**src/rtl/pm_ctrl_pkg.sv**
```systemverilog
// Shared definitions for the program-memory fetch sequencer.
package pm_ctrl_pkg;

    localparam int unsigned     PM_ADDR_W     = 16;
    localparam logic [15:0]     PM_IRQ_VECTOR = 16'h0004;

    typedef enum logic [1:0] {
        ST_BOOT     = 2'd0,
        ST_RUN      = 2'd1,
        ST_REDIRECT = 2'd2,
        ST_HALT     = 2'd3
    } pm_state_e;

endpackage

```
**src/rtl/pm_fetch_ctrl.sv**
```systemverilog
// Fetch sequencer: drives program-memory select/hold controls from branch,
// interrupt, hazard and halt requests, and qualifies words arriving at decode.
module pm_fetch_ctrl
    import pm_ctrl_pkg::*;
#(
    parameter int unsigned        ADDR_W     = PM_ADDR_W,
    parameter logic [ADDR_W-1:0]  IRQ_VECTOR = ADDR_W'(PM_IRQ_VECTOR)
) (
    input  logic              clk,
    input  logic              reset,
    input  logic [ADDR_W-1:0] cur_addr,
    input  logic              hazard_stall,
    input  logic              br_taken,
    input  logic [ADDR_W-1:0] br_target,
    input  logic              irq_req,
    input  logic              irq_en,
    input  logic              halt_req,
    output logic              pm_rst_n,
    output logic              stall,
    output logic              stall_pm,
    output logic              pc_mux_sel,
    output logic [ADDR_W-1:0] jmp_loc,
    output logic              fetch_valid,
    output logic              flush,
    output logic              irq_ack,
    output logic [ADDR_W-1:0] epc,
    output logic              halted
);

    pm_state_e state, state_nxt;
    logic      irq_take;
    logic      take_br;
    logic      take_irq;
    logic      first_run;

    assign irq_take = irq_req & irq_en;

    always_ff @(posedge clk or posedge reset) begin
        if (reset) begin
            state <= ST_BOOT;
        end else begin
            state <= state_nxt;
        end
    end

    always_comb begin
        state_nxt = state;
        stall     = 1'b0;
        take_br   = 1'b0;
        take_irq  = 1'b0;
        case (state)
            ST_BOOT: begin
                state_nxt = ST_RUN;
            end
            ST_RUN: begin
                if (br_taken) begin
                    take_br   = 1'b1;
                    state_nxt = ST_REDIRECT;
                end else if (irq_take) begin
                    take_irq  = 1'b1;
                    state_nxt = ST_REDIRECT;
                end else if (halt_req) begin
                    state_nxt = ST_HALT;
                end else if (hazard_stall) begin
                    stall = 1'b1;
                end
            end
            ST_REDIRECT: begin
                state_nxt = ST_RUN;
            end
            ST_HALT: begin
                stall = 1'b1;
                // Interrupt wakes the core; branches are ignored while parked.
                if (irq_take) begin
                    take_irq  = 1'b1;
                    state_nxt = ST_REDIRECT;
                end else if (!halt_req) begin
                    state_nxt = ST_RUN;
                end
            end
            default: begin
                state_nxt = ST_BOOT;
            end
        endcase
    end

    always_ff @(posedge clk or posedge reset) begin
        if (reset) begin
            jmp_loc   <= '0;
            epc       <= '0;
            irq_ack   <= 1'b0;
            stall_pm  <= 1'b0;
            first_run <= 1'b0;
        end else begin
            stall_pm  <= stall;
            irq_ack   <= take_irq;
            first_run <= (state == ST_BOOT);
            if (take_br) begin
                jmp_loc <= br_target;
            end else if (take_irq) begin
                jmp_loc <= IRQ_VECTOR;
                epc     <= cur_addr;
            end
        end
    end

    assign pm_rst_n    = (state != ST_BOOT);
    assign pc_mux_sel  = (state == ST_REDIRECT);
    assign flush       = (state == ST_REDIRECT);
    assign halted      = (state == ST_HALT);
    // Memory output is not valid yet in the first RUN cycle after BOOT.
    assign fetch_valid = (state == ST_RUN) && !flush && !first_run;

endmodule

```
**config.mk**
```make
export PLATFORM = sky130hd
export DESIGN_NAME = pm_fetch_ctrl
export DESIGN_NICKNAME = d
export VERILOG_FILES = /design/src/rtl/pm_ctrl_pkg.sv /design/src/rtl/pm_fetch_ctrl.sv
export SDC_FILE = /design/constraint.sdc
export NUM_CORES = 1
export LEC_CHECK = 0
export CAP_MARGIN = 25
export CORE_MARGIN = 4
export CORE_UTILIZATION = 41
export CTS_CLUSTER_SIZE = 25
export DETAILED_ROUTE_END_ITERATION = 8
export GPL_TIMING_DRIVEN = 0
export HOLD_SLACK_MARGIN = 0.12
export PLACE_DENSITY_LB_ADDON = 0.15
export SYNTH_ARGS = -nofsm -noshare
export SYNTH_HDL_FRONTEND = slang
export SYNTH_SLANG_ARGS = --single-unit
```
**constraint.sdc**
```tcl
create_clock -name clk -period 3.36 [get_ports clk]
set_clock_uncertainty 0.2 [all_clocks]
set_input_delay 0.504 -clock clk [delete_from_list [all_inputs] [get_ports clk]]
set_output_delay 0.504 -clock clk [all_outputs]
set_load 0.01 [all_outputs]
```
# Yosys cells after proc, flatten, opt, wreduce, memory -nomap -nowiden

Index checks and enable logic that the tools add are counted.

Flip-flop bits (word level): 37
Bits in latches: 0
Memory bits (writable): 0
Bits in read-only memories: 0
Input port bits: 39
Output and inout port bits: 40
Logic and storage cells: 41
Memories: 0

$add $sub $neg: 0
$mul: 0
Div/mod/pow operators: 0
Magnitude comparators: 0
Eq/ne operators: 5
Shift-type cells: 0
Multiplexer cells: 18
Bitwise operators: 2
Reduce and logical (&&, ||, !) cells: 10

Operator list:

| kind                                                                     | count |
|---|---|
| 16-bit 2-to-1 mux                                                        | 2 |
| 2-bit 2-to-1 mux                                                         | 5 |
| 1-bit 2-to-1 mux                                                         | 8 |
| 2-bit one-hot mux with 3 select lines                                    | 1 |
| 2-bit == test (second input constant)                                    | 2 |
| 4-bit inequality test (second input constant)                            | 1 |
| 1-bit one-hot mux with 2 select lines                                    | 2 |
| 2-bit AND reduction                                                      | 2 |
| 2-bit nonzero test                                                       | 2 |
| 3-bit by 2-bit inequality test with 1-bit output (second input constant) | 1 |
| 2-bit by 1-bit == test with 1-bit output (second input constant)         | 1 |
| 1-bit logical AND                                                        | 2 |
| 1-bit zero test                                                          | 2 |
| 2-bit zero test                                                          | 1 |
| 2-bit OR reduction                                                       | 1 |
| 1-bit AND                                                                | 1 |
| 1-bit inverter                                                           | 1 |

# Logic depth before layout (Yosys ltp)

Gate-level depths: netlist of run 1.

Depth after elaboration: 6
Mapped depth: 5
Mapped depth without buffers: 3

# Worst setup path after synthesis of run 1

Ideal clock, no wire load.

Path type: input port to flip-flop
From: in irq_req
To: reg epc[0]
Library setup time: 0.125 ns
Arrival: 1.377 ns
Data required time: 3.035 ns
Slack: 1.657 ns
Cell stages on the path: 5
Path buffers: 2
Cell sequence: and2_1 > and3_1 > buf_6 > buf_12 > mux2_4

Word-level cells in the longest chain between the ends: 5

Ends and longest elaborated chain:

| item                                    | line                                     | RTL |
|---|---|---|
| start, declared                         | pm_fetch_ctrl.sv:15                      | `input logic irq_req,` |
| 1-bit AND *                             | pm_fetch_ctrl.sv:36                      | `assign irq_take = irq_req & irq_en;` |
| 1-bit 2-to-1 mux *                      | pm_fetch_ctrl.sv:59, pm_fetch_ctrl.sv:74 |  |
| 1-bit 2-to-1 mux                        | pm_fetch_ctrl.sv:56                      | `if (br_taken) begin` |
| 1-bit one-hot mux with 2 select lines * | pm_fetch_ctrl.sv:51                      | `case (state)` |
| named net take_irq                      | pm_fetch_ctrl.sv:33                      | `logic take_irq;` |
| 2-bit AND reduction (no source line) *  | -                                        |  |
| end signal, assigned                    | pm_fetch_ctrl.sv:102                     | `epc <= cur_addr;` |
| end, declared                           | pm_fetch_ctrl.sv:26                      | `output logic [ADDR_W-1:0] epc,` |

The timed path passes the listed nets; every way through them passes the cells marked *.
A chain may end at the register's enable or synchronous reset.

# Worst setup path after layout of run 1

From: in irq_req
To: out stall

Word-level cells in the longest chain between the ends: 4

Ends and longest elaborated chain:

| item                                  | line                | RTL |
|---|---|---|
| 1-bit AND                             | pm_fetch_ctrl.sv:36 |  |
| 1-bit 2-to-1 mux                      | pm_fetch_ctrl.sv:59 | `end else if (irq_take) begin` |
| 1-bit 2-to-1 mux                      | pm_fetch_ctrl.sv:56 |  |
| 1-bit one-hot mux with 2 select lines | pm_fetch_ctrl.sv:51 |  |
| end, declared                         | pm_fetch_ctrl.sv:19 | `output logic stall,` |

No other way between the ends.

==> impl.org, run 1 <==
** Layout
- The finished cells cover 2370 um^2.
- Area growth, synth to finish :: 63.2%
- Share of post-route cells with drive strength above 1 :: 0.178
- In the final design database the tool counted 218 nets.
- Fill cell total of the finished layout :: 236
- Post-route core utilization :: 0.699
- Antenna diode count :: 0

** GRT
- Pin count of the biggest net entering global routing :: 25
- Overflow after GRT :: 0
- Number of antenna violations at the first check in global routing :: 0
- In the global route stage, overall resource usage came out at 0.163.
- The first global-routing pass estimated 5400 um of wire.
- Via count of the first global-routing pass :: 1179

** Die
- The floorplan step set the die width to 67.5 um.
- Area of the placeable core :: 3390 um^2
- The die is 67.5 um tall.
- Count of standard-cell rows :: 21
- During I/O placement, the number of pins put on the boundary was 79.
- The die covers 4560 um^2.
- Initial cell density of the core :: 0.428

** Critical path
- Crit path cell chain :: clkdlybuf4s50_1, a21oi_1, and3b_1, o21a_1, clkdlybuf4s50_1
- For this run, the slowest stage of the critical path takes 0.53 ns.
- For the worst setup path, the data arrival time is 1.91 ns.
- Kind of start point of the critical path :: input port
- At the worst endpoint, the required time is 2.66 ns.
- Crit Path Class :: in -> out
- Endpoint type of the worst setup path :: output port
- Most frequent cell on the critical path :: clkdlybuf4s50_1
- For this design, the slowest cell found on the critical path is clkdlybuf4s50_1.
- Cell type group with the largest total delay on the critical path :: buffers and inverters
- Together, buffers and inverters on the worst path number 2.
- Critical-path maximum fanout :: 2

** STA
- Based on the critical path, the design can be clocked at up to 0.382 GHz.
- Post-route clock period utilization :: 0.778
- Setup Total Neg Slack :: 0 ns
- Setup repair after global routing left no endpoint under its margin.
- Number of setup violations in the final report :: 0
- The count of final hold-check violations is 0.
- The max-slew violation count came to 0.
- The routed design could run at a clock period as short as 2.61 ns.
- Slew at the pin with the worst max-slew slack :: 0.571 ns
- In this run the tightest slew margin relative to its limit is 0.619.

** Clock network
- Num CTS Buffers :: 5
- Counting along the longest clock path gives a buffer depth of 2.
- TritonCTS built the clock tree.
- CTS resizes :: 0
- Clock transition at the registers of the reported paths :: 0.10 ns
- Buffer type at the clock tree root :: clkbuf_4
- The clock reaches the later pin of the worst-skew pair after 0.32 ns.
- After clock tree synthesis, the flow added hold-fix buffers numbering 0.
- H-tree level count :: 2
- Post-CTS Setup Inserts :: 0
- TritonCTS Sinks :: 37

** Pwr
- Worst voltage drop across the vdd grid :: 0.330 mV
- The analysis attributes to cell leakage a power of 1.05 nW.
- Overall power consumption after layout is estimated at 1.38 mW.
- Dividing total power by cell area gives a power density of 581 nW/um^2.

** Logic synthesis
- Number of storage elements in the synthesis netlist :: 37
- Of the total synthesized cell area, the portion taken by AND, OR, NAND and NOR gates is 0.0534.
- Distinct cell type count after synthesis :: 22
- Synth Area in Adders :: 0
- Ys async rst share :: 1.00
- Measured against the total synthesized area, the mux share comes to 0.147.
- The cell count after synthesis came out at 93.
- Number of flops mapped to enable cells by yosys :: 0
- The Yosys step of the flow raised 0 warnings.
- Most frequently used flop master after synthesis :: dfrtp_1
- Mapped Avg Cell Area :: 15.6 um^2
- For this run, the register share of the synthesized area comes to 0.638.
- List of most frequent post-synthesis cells :: 37 x dfrtp_1, 15 x a22o_1, 9 x mux2_4, 7 x mux2_2
- Synth Area in Compound Gates :: 0.114
- Area share of the largest cell type after synthesis :: 0.638
- Summing every instance area after synthesis gives 1450 um^2.
- Leading cell type by number of instances after synthesis :: dfrtp_1
- dfrtp_1 takes more of the synthesized area than any other cell.
- Most area-consuming cells after synthesis :: dfrtp_1 64%, mux2_4 9.3%, a22o_1 9.1%
- The number of nets in the synthesized netlist is 132.
- Synthesized-area fraction occupied by xor and xnor cells :: 0
- By area, the combinational part of the netlist is dominated by multiplexers.

** Placement
- Final weighted congestion in routability-driven placement :: 0.724
- Detailed placement finished with a half-perimeter wire length of 2640 um.
- In this run the tool buffered the top-level ports with 78 buffer cells.
- Cell Area, Placed :: 2320 um^2

** Drt
- Length of the first detailed-routing pass in iterations :: 4
- In this run, the number of DRC markers left after iteration 0 of detailed routing was 13.
- After detailed routing, the number of vias per cell comes to 4.69.
- In the routed design, unresolved DRC markers number 0.
- Dividing the detail-routed wire length by the instance count gives 15.1 um.
- The routed layout has 1061 vias.
- Once detail routing completed, the nets flagged for antenna violations numbered 0.
- Post-Route WL :: 3400 um

** Flow run
- Max-Cap Viols :: 0

** Outcome
- Status :: finished clean

** Min path
- The path class of the tightest hold or removal check is reg -> reg.
## path summary, 6_finish.rpt
check / start / end / slack [ns] / depth (start not counted)
min in group asynchronous: reset / epc[0]$_DFFE_PP0P_ / 0.33 / 2
min: jmp_loc[9]$_DFFE_PP0P_ / jmp_loc[9]$_DFFE_PP0P_ / 0.31 / 1
min reg2reg: jmp_loc[9]$_DFFE_PP0P_ / jmp_loc[9]$_DFFE_PP0P_ / 0.31 / 1
max in group asynchronous: reset / stall_pm$_DFF_PP0_ / 2.11 / 3
max reg2reg: state[1]$_DFFE_PP0P_ / epc[15]$_DFFE_PP0P_ / 1.65 / 5
max: irq_req / stall / 0.75 / 5
## kinds of logic (layout without fill, tap and decap cells)
kind of cell | Yosys count | count (layout)
AOI/OAI and AO/OA | 20 | 20
and+or+nand+nor | 11 | 11
DFF | 37 | 37
buffers and inverters | 9 | 96
muxes | 16 | 16
## metal layers
metal / routed length (um) / GRT usage
met5: 0 / 0
met4: 60 / 0.0759
met3: 301 / 0.0516
met2: 1710 / 0.262
met1: 1330 / 0.198
## worst register-to-register path: cells and delay by family (launching register included)
kind                   cells  cell delay, ns
muxes                      1            0.30
DFF                        1            0.46
buffers and inverters      2            0.29
and+or+nand+nor            2            0.37
## metrics by stage
step,setup WS [ns],hold slack [ns],cells
6_report,0.745,0.307,226
5_1_grt,0.677,0.332,226
4_1_cts,0.742,0.313,226
3_5_place_dp,0.746,0.281,218
3_3_place_gp,0.742,0.284,217
2_1_floorplan,1.66,0.333,93
## final cells by class
| class | count | area, um^2 | share of cell area |
|---|---|---|---|
| Clock inverter | 2 | 10.0 | 0.00423 |
| Clock buffer | 6 | 41.3 | 0.0174 |
| Tap cell | 46 | 57.6 | 0.0243 |
| Timing Repair Buffer | 79 | 808 | 0.341 |
| Buffer | 6 | 57.6 | 0.0243 |
| Multi-Input combinational cell | 47 | 457 | 0.193 |
| Inverter | 3 | 11.3 | 0.00475 |
| Sequential cell | 37 | 926 | 0.391 |
## cell usage in the layout (no fill, tap or decap), drive strengths merged
master,netlist,final
a21oi,2,2
a21boi,1,1
nor2b,2,2
o21a,1,1
and3,1,1
nor3b,1,1
clkdlybuf4s50,0,78
o21ai,1,1
buf,5,6
a22o,15,15
inv,3,3
clkinv,0,2
mux2,16,16
or2,1,1
and2,2,2
and3b,2,2
and2b,1,1
clkbuf,1,7
dfrtp,37,37
nand2b,1,1
## report_power, final
part | leakage (nW) | switching [mW] | total, mW | internal [mW]
combinational | 0.565 | 0.182 | 0.541 | 0.358
sequential | 0.454 | 0.0658 | 0.623 | 0.557
clock | 0.0320 | 0.132 | 0.212 | 0.0797
total | 1.05 | 0.381 | 1.38 | 0.995
## registers in the layout (all words and copies together) (netlist names)
| name | count |
|---|---|
| epc | 16 |
| first_run | 1 |
| irq_ack | 1 |
| jmp_loc | 16 |
| stall_pm | 1 |
| state | 2 |
(Power assumes the default switching activity.)
==> inputs of run 2 (changes only) <==
--- a/config.mk
+++ b/config.mk
@@ -7,7 +7,7 @@
 export LEC_CHECK = 0
 export CAP_MARGIN = 25
 export CORE_MARGIN = 4
-export CORE_UTILIZATION = 41
+export CORE_UTILIZATION = 34
 export CTS_CLUSTER_SIZE = 25
 export DETAILED_ROUTE_END_ITERATION = 8
 export GPL_TIMING_DRIVEN = 0
==> constraint.sdc (replaced) <==
create_clock -name clk -period 2.2 [get_ports clk]
set_clock_uncertainty 0.2 [all_clocks]
set_input_delay 0.33 -clock clk [delete_from_list [all_inputs] [get_ports clk]]
set_output_delay 0.33 -clock clk [all_outputs]
set_load 0.01 [all_outputs]
==> run 2 against run 1 <==
Sequential cell count stayed put. Non-clock buffer count stayed put. Combinational power is 52% higher. Sequential power is 53% higher. Cell area is 1.5% higher. Power is 61% higher. Highest routed layer unchanged.
==> impl.org, run 2 (synthesis gave the netlist of run 1 again) <==
** STA
- The total of endpoints with negative setup slack in the final report was 0 (unchanged).
- Dividing the final minimum period by the clock period gives 0.949.
- Setup repair after global routing left no endpoint under its margin.
- Post-layout min period :: 2.09 ns
- Final-layout worst hold slack :: 0.264 ns (-0.0438 ns)
- Headroom to the max-slew limit :: 0.533 (-0.0861)
- Maximum clock rate :: 0.479 GHz
- The max-slew violation count is 0 (unchanged).
- The count of final hold-check violations is 0 (unchanged).
- The actual transition at the worst max-transition pin was 0.700 ns (+0.129 ns).

** GRT
- The first-pass GRT wire length was 5620 um (+4.2%).
- The total congestion overflow after global routing is 0 (unchanged).
- The total routing resource utilization after global routing came to 0.138 (-0.0246).
- Via count of the first global-routing pass :: 1198 (+1.6%)
- Number of antenna violations at the first check in global routing :: 0 (unchanged)
- The pin count of the biggest net entering global routing is 22 (-12%).

** Clock network
- CTS tree :: yes
- The latest clock arrival within the worst-skew pair came to 0.28 ns (-0.04 ns).
- The setup fix buffers added after clock tree synthesis came to 0 (unchanged).
- The number of clock sinks seen by CTS was 37 (unchanged).
- The clock-pin slew on the worst setup and hold paths is 0.07 ns (-0.03 ns).
- Number of buffers on the longest clock path :: 2 (unchanged)
- The number of clock buffers inserted by TritonCTS is 5 (unchanged).
- Buffer type at the clock tree root :: clkbuf_8
- H-tree level count :: 2 (unchanged)

** Layout
- Antenna diode count :: 0 (unchanged)
- Non-filler cells, final :: 230 (+1.8%)
- Post-route core utilization :: 0.593 (-0.106)
- The largest registers in the layout are epc x16, jmp_loc x16, state x2.
- Leaving out fill and tap cells, the most frequent cells in the layout are 77 x clkdlybuf4s50_1, 36 x dfrtp_1, 15 x a22o_1.
- Final nets :: 218 (unchanged)
- The fraction of layout cells with a size suffix above 1 came to 0.183 (+0.00556).
- From synthesis to final layout, the design area changed by 65.7%.
- The library cell used most frequently in the layout, excluding fill and tap cells, is clkdlybuf4s50_1.

** Drt
- Post-Route WL :: 3460 um (+1.8%)
- The number of antenna-violating nets in the routed design is 0 (unchanged).
- The violation count after the first detailed-route iteration is 36 (+23).
- The length of the first detailed-routing pass in iterations was 3 (-1).
- The routed length per instance was 15.1 um (about the same).
- Post-detailed-route via-to-cell ratio :: 4.60 (-1.9%)
- Vias :: 1059 (-0.19%)
- Residual DRC :: 0 (unchanged)

** Placement
- Number of buffers added on ports :: 78 (unchanged)
- The routability congestion estimate from global placement was 0.716 (-1.1%).
- Total half-perimeter wirelength after legalization and detailed placement :: 2660 um (+0.76%)
- Dpl cells :: 222 (+1.8%)

** Die
- The core box area came to 4060 um^2 (+20%).
- The initial core utilization is 0.358 (-0.0705).
- The overall die width came to 73.3 um (+8.7%).
- Height of the chip :: 73.3 um (+8.7%)
- The floorplan row count was 23 (+9.5%).
- The overall die area came to 5380 um^2 (+18%).
- Total I/O pin count :: 79 (unchanged)

** Critical path
- The largest individual stage delay along the critical path comes from the cell clkdlybuf4s50_1.
- The arrival time at the worst endpoint is 1.56 ns (-0.35 ns).
- Kind of start point of the critical path :: flip-flop
- CP max stage delay :: 0.52 ns (about the same)
- The required time at the worst-slack endpoint is 1.67 ns (-0.99 ns).
- Critical-path maximum fanout :: 8 (+6)
- Crit Path Class :: reg -> out
- The worst setup path is captured at an output port.
- Setup slack of the worst register-to-register path :: 0.46 ns (-1.19 ns)
- Crit path cell chain :: nor2b_1, buf_4, clkdlybuf4s50_1

** Pwr
- The maximum vdd drop came to 0.506 mV (+53%).
- The total power per unit cell area came to 920 nW/um^2 (+58%).
- Total leakage power :: 1.07 nW (+1.4%)

** Outcome
- The run finished with clean final reports.

** Flow run
- Max-Cap Viols :: 0 (unchanged)

** Min path
- Worst hold path class :: in -> async
run 2: critical path, delay by kind of cell (launching register included):
family | cells | cell delay (ns)
DFF | 1 | 0.45
buffers and inverters | 2 | 0.64
and+or+nand+nor | 1 | 0.19
run 2: worst paths after layout:
kind	to	start	depth (start not counted)
worst max-delay path	pc_mux_sel	state[1]$_DFFE_PP0P_	3
worst min-delay path	epc[7]$_DFFE_PP0P_	reset	2
worst max register to register	epc[0]$_DFFE_PP0P_	state[1]$_DFFE_PP0P_	5
worst min register to register	jmp_loc[7]$_DFFE_PP0P_	jmp_loc[7]$_DFFE_PP0P_	1
max in group asynchronous	state[0]$_DFFE_PP0P_	reset	3
min in group clk	jmp_loc[7]$_DFFE_PP0P_	jmp_loc[7]$_DFFE_PP0P_	1
run 2: final cells by class:
cell class / count / area [um^2]
tap: 50 / 62.6
inverter: 3 / 11.3
clock buffer: 6 / 72.6
fill: 319 / 1650
sequential: 37 / 927
multi-input combinational: 47 / 457
clock inverter: 2 / 10.0
timing repair buffer: 79 / 807
buffer: 6 / 57.6
run 2: report_power, final:
part	internal [mW]	switching (mW)	total, mW
Clock	0.219	0.219	0.438
Combinational	0.545	0.278	0.822
Sequential	0.853	0.0990	0.952
run 2: through the flow:
step	worst slack, ns	setup TNS (ns)	power, mW	cell area, um^2
3_5_place_dp	-0.124	-0.124	1.80	2320
6_report	0.112	0	2.21	2400
4_1_cts	0.0746	0	2.25	2400
2_1_floorplan	0.592	0	1.30	1450
5_1_grt	0.00107	0	2.34	2400
3_3_place_gp	-0.0745	-0.0745	1.77	2290
run 2: timing repair:
action                                 CTS  global route
setup endpoints to repair                1             2
endpoints found under the hold margin    0             0
hold buffers                             0             0
resized for setup                        1             1
run 2: layer usage:
| metal | track usage | vias up | share of wire | wire, um |
|---|---|---|---|---|
| met5 | 0 | - | 0 | 0 |
| met1 | 0.157 | 506 | 0.38 | 1330 |
| met4 | 0.0543 | 0 | 0.015 | 52 |
| met2 | 0.231 | 46 | 0.50 | 1720 |
| li1 | - | 502 | - | - |
| met3 | 0.0561 | 5 | 0.10 | 354 |
==> inputs of run 3 (changes only) <==
--- a/config.mk
+++ b/config.mk
@@ -7,9 +7,10 @@
 export LEC_CHECK = 0
 export CAP_MARGIN = 25
 export CORE_MARGIN = 4
-export CORE_UTILIZATION = 34
+export CORE_UTILIZATION = 54
 export CTS_CLUSTER_SIZE = 25
 export DETAILED_ROUTE_END_ITERATION = 8
+export DONT_BUFFER_PORTS = 1
 export GPL_TIMING_DRIVEN = 0
 export HOLD_SLACK_MARGIN = 0.12
 export PLACE_DENSITY_LB_ADDON = 0.15
==> run 3 against run 2 <==
Register-to-register slack better by 0.02 ns. Power down 21%. Sequential share of layout area up 9.8 points. Die area down 33%. Clock power down 26%. Hold slack worse by 0.087 ns. Sequential cell count unchanged. Largest power group unchanged. Non-clock buffer count down 43. Sequential power up 11%. Cell area down 20%. Global-route usage up 4.6 points.
==> impl.org, run 3 (synthesis gave the netlist of run 1 again) <==
** STA
- The count of final hold-check violations came to 0 (unchanged).
- RSZ-0062 raised after global routing :: false
- The total of endpoints with negative setup slack in the final report was 0 (unchanged).
- The minimum period implied by the final worst setup slack was 1.78 ns (-0.309 ns).
- Slew Viols, Final :: 0 (unchanged)
- Setup Total Neg Slack :: 0 ns (unchanged)
- The relative slew slack is 0.536 (+0.00284).
- The post-route fraction of the period consumed by the critical path is 0.809 (-0.140).
- The smallest setup slack after layout was 0.421 ns (+0.309 ns).
- The actual transition at the worst max-transition pin came to 0.695 ns (-0.00426 ns).
- The achievable clock frequency is 0.562 GHz (+17%).
- Final-layout worst hold slack :: 0.177 ns (-0.0867 ns)

** Layout
- The layout net count was 175 (-20%).
- Regs by FF count :: epc x16, jmp_loc x16, state x2
- Fill cell total of the finished layout :: 151 (-53%)
- Antenna diode count :: 0 (unchanged)
- Leaving out fill and tap cells, the most frequent cell in the layout is dfrtp_1.
- Share of post-route cells with drive strength above 1 :: 0.219 (+0.0356)
- Most used cells in the layout excluding fill and tap cells :: 37 x dfrtp_1, 35 x dlygate4sd3_1, 15 x a22o_1
- Area of the multi-input gates :: 457 um^2 (unchanged)
- Area growth, synth to finish :: 32.0%
- Post-route core utilization :: 0.759 (+0.167)
- The sequential standard cell area is 926 um^2 (-0.13%).

** Pwr
- Internal power of the cells :: 1.21 mW (-25%)
- Comb pwr share :: 0.205 (-0.167)
- The relative contribution of the clock network to total power came to 0.187 (-0.011).
- The static leakage is 0.892 nW (-16%).
- The power spent charging and discharging nets came to 0.538 mW (-9.7%).
- The maximum vdd drop was 0.659 mV (+30%).
- The total power per unit cell area was 913 nW/um^2 (-0.73%).
- The total power consumption of the routed design is 1.75 mW (-21%).
- Proportion of power drawn by flip-flops and latches :: 0.608 (+0.178)
- The fraction of power spent switching nets was 0.307 (+0.0381).

** Clock network
- The clock-pin slew on the worst setup and hold paths was 0.10 ns (+0.03 ns).
- The cts-stage hold buffer count was 35 (+35).
- The number of clock buffers inserted by TritonCTS is 5 (unchanged).
- The maximum buffer depth of the clock tree came to 2 (unchanged).
- H-tree level count :: 2 (unchanged)
- Buffer type at the clock tree root :: clkbuf_4
- The post-CTS resize count came to 0 (-1).
- Clock Latency Late Sink :: 0.32 ns (+0.04 ns)
- The setup fix buffers added after clock tree synthesis came to 0 (unchanged).
- CTS tree :: yes
- TritonCTS Sinks :: 37 (unchanged)

** Placement
- The total of buffers placed on input and output ports was 0 (-100%).
- Final weighted congestion in routability-driven placement :: 0.612 (-15%)
- Total half-perimeter wirelength after legalization and detailed placement :: 1910 um (-28%)
- The post-placement worst setup slack is 0.495 ns (+0.619 ns).

** Critical path
- The required time at the worst-slack endpoint came to 1.67 ns (about the same).
- Walking the worst path, the cells encountered are nor2b_1, buf_4.
- STA classifies the critical path endpoint as an output port.
- The worst reg-to-reg setup slack came to 0.48 ns (+0.02 ns).
- The worst reg-to-reg path cell count is 5 (unchanged).
- Cell with the largest stage delay on the worst path :: dfrtp_1
- Critical-path maximum fanout :: 9 (+1)
- End of the worst register-to-register path :: epc[3]$_DFFE_PP0P_
- The delay of the slowest cell on the worst path was 0.48 ns (-0.04 ns).
- The arrival time at the worst endpoint came to 1.25 ns (-0.31 ns).
- Crit Path Class :: reg -> out
- STA classifies the critical path startpoint as a flip-flop.
- In this run the critical register-to-register path is launched from state[1]$_DFFE_PP0P_.

** GRT
- The total routing resource utilization after global routing came to 0.184 (+0.0462).
- The pin count of the biggest net entering global routing came to 22 (unchanged).
- Via count of the first global-routing pass :: 986 (-18%)
- Wire length of the first global-routing pass :: 4790 um (-15%)
- Overflow after GRT :: 0 (unchanged)
- Number of antenna violations at the first check in global routing :: 0 (unchanged)

** Die
- The overall die area was 3580 um^2 (-33%).
- The initial core utilization came to 0.575 (+0.218).
- Count of standard-cell rows :: 18 (-22%)
- The overall die width is 59.8 um (-18%).
- The core box area was 2520 um^2 (-38%).
- Height of the chip :: 59.8 um (-18%)
- The I/O pin count came to 79 (unchanged).

** Flow run
- Max-Cap Viols :: 0 (unchanged)

** Drt
- The aggregate routed wire length is 3040 um (-12%).
- Post-detailed-route via-to-cell ratio :: 5.53 (+20%)
- The overall via count from detail_route is 924 (-13%).
- Number of routed nets with antenna violations :: 0 (unchanged)
- The routed length per instance came to 18.2 um (+21%).
- The violation count after the first detailed-route iteration was 39 (+8.3%).
- Residual DRC :: 0 (unchanged)
- Length of the first detailed-routing pass in iterations :: 4 (+1)

** Min path
- Hold_sp :: hazard_stall
- Along the worst hold path, the cell count comes to 2.
- End point of the most critical hold path :: stall_pm$_DFF_PP0_
- Worst hold path class :: in -> reg

** Outcome
- The flow ran to the end, and the final reports show no timing, DRC or antenna violations.
[run 3: changes by cell type in the layout (fill, tap and decap cells not counted), sizes merged]
cell / previous run / this run
clkdlybuf4s50: 77 / 0
dlygate4sd3: 0 / 35
clkinv: 2 / 0
clkbuf: 7 / 9
dlygate4sd2: 1 / 0
[run 3: per-layer routing]
metal | track usage | part of all wire | vias to the layer above
li1 | - | - | 420
met1 | 0.208 | 0.37 | 442
met2 | 0.310 | 0.50 | 55
met3 | 0.0842 | 0.11 | 7
met4 | 0.0570 | 0.016 | 0
met5 | 0 | 0 | -
[run 3: worst max-delay path by stage]
stage                    startpoint             endpoint  slack [ns]  cells past startpoint
5_1_grt        state[0]$_DFFE_PP0P_           pc_mux_sel        0.31                      2
3_5_place_dp   state[1]$_DFFE_PP0P_   epc[5]$_DFFE_PP0P_        0.50                      5
2_1_floorplan  state[1]$_DFFE_PP0P_   epc[0]$_DFFE_PP0P_        0.59                      5
3_3_place_gp                  reset  epc[10]$_DFFE_PP0P_        0.51                      1
6_report       state[0]$_DFFE_PP0P_           pc_mux_sel        0.42                      2
4_1_cts        state[0]$_DFFE_PP0P_           pc_mux_sel        0.40                      2
[run 3: power by group through the flow]
stage	clock network, mW	logic, mW	registers (mW)
global route	0.365	0.393	1.09
finish	0.326	0.359	1.06
floorplan	0	0.264	1.03
CTS	0.335	0.358	1.06
detailed placement	0	0.307	1.07
global placement	0	0.287	1.07
[run 3: layout make-up]
type	count	area share
plain buffers	6	0.0300
clock buffers	8	0.0255
inverters	3	0.00588
multi-input cells	47	0.238
flip-flops and latches	37	0.483
well taps	30	0.0196
repair buffers	36	0.197
[run 3: metrics by stage]
step / cell area, um^2 / std cells
3_5_place_dp: 1520 / 124
4_1_cts: 1920 / 167
2_1_floorplan: 1450 / 93
5_1_grt: 1920 / 167
3_3_place_gp: 1490 / 123
6_report: 1920 / 167
[run 3: critical path, delay by kind of cell (launching register included)]
kind / cells / cell delay, ns
buffers and inverters: 1 / 0.18
flip-flops: 1 / 0.48
AND/OR/NAND/NOR: 1 / 0.28
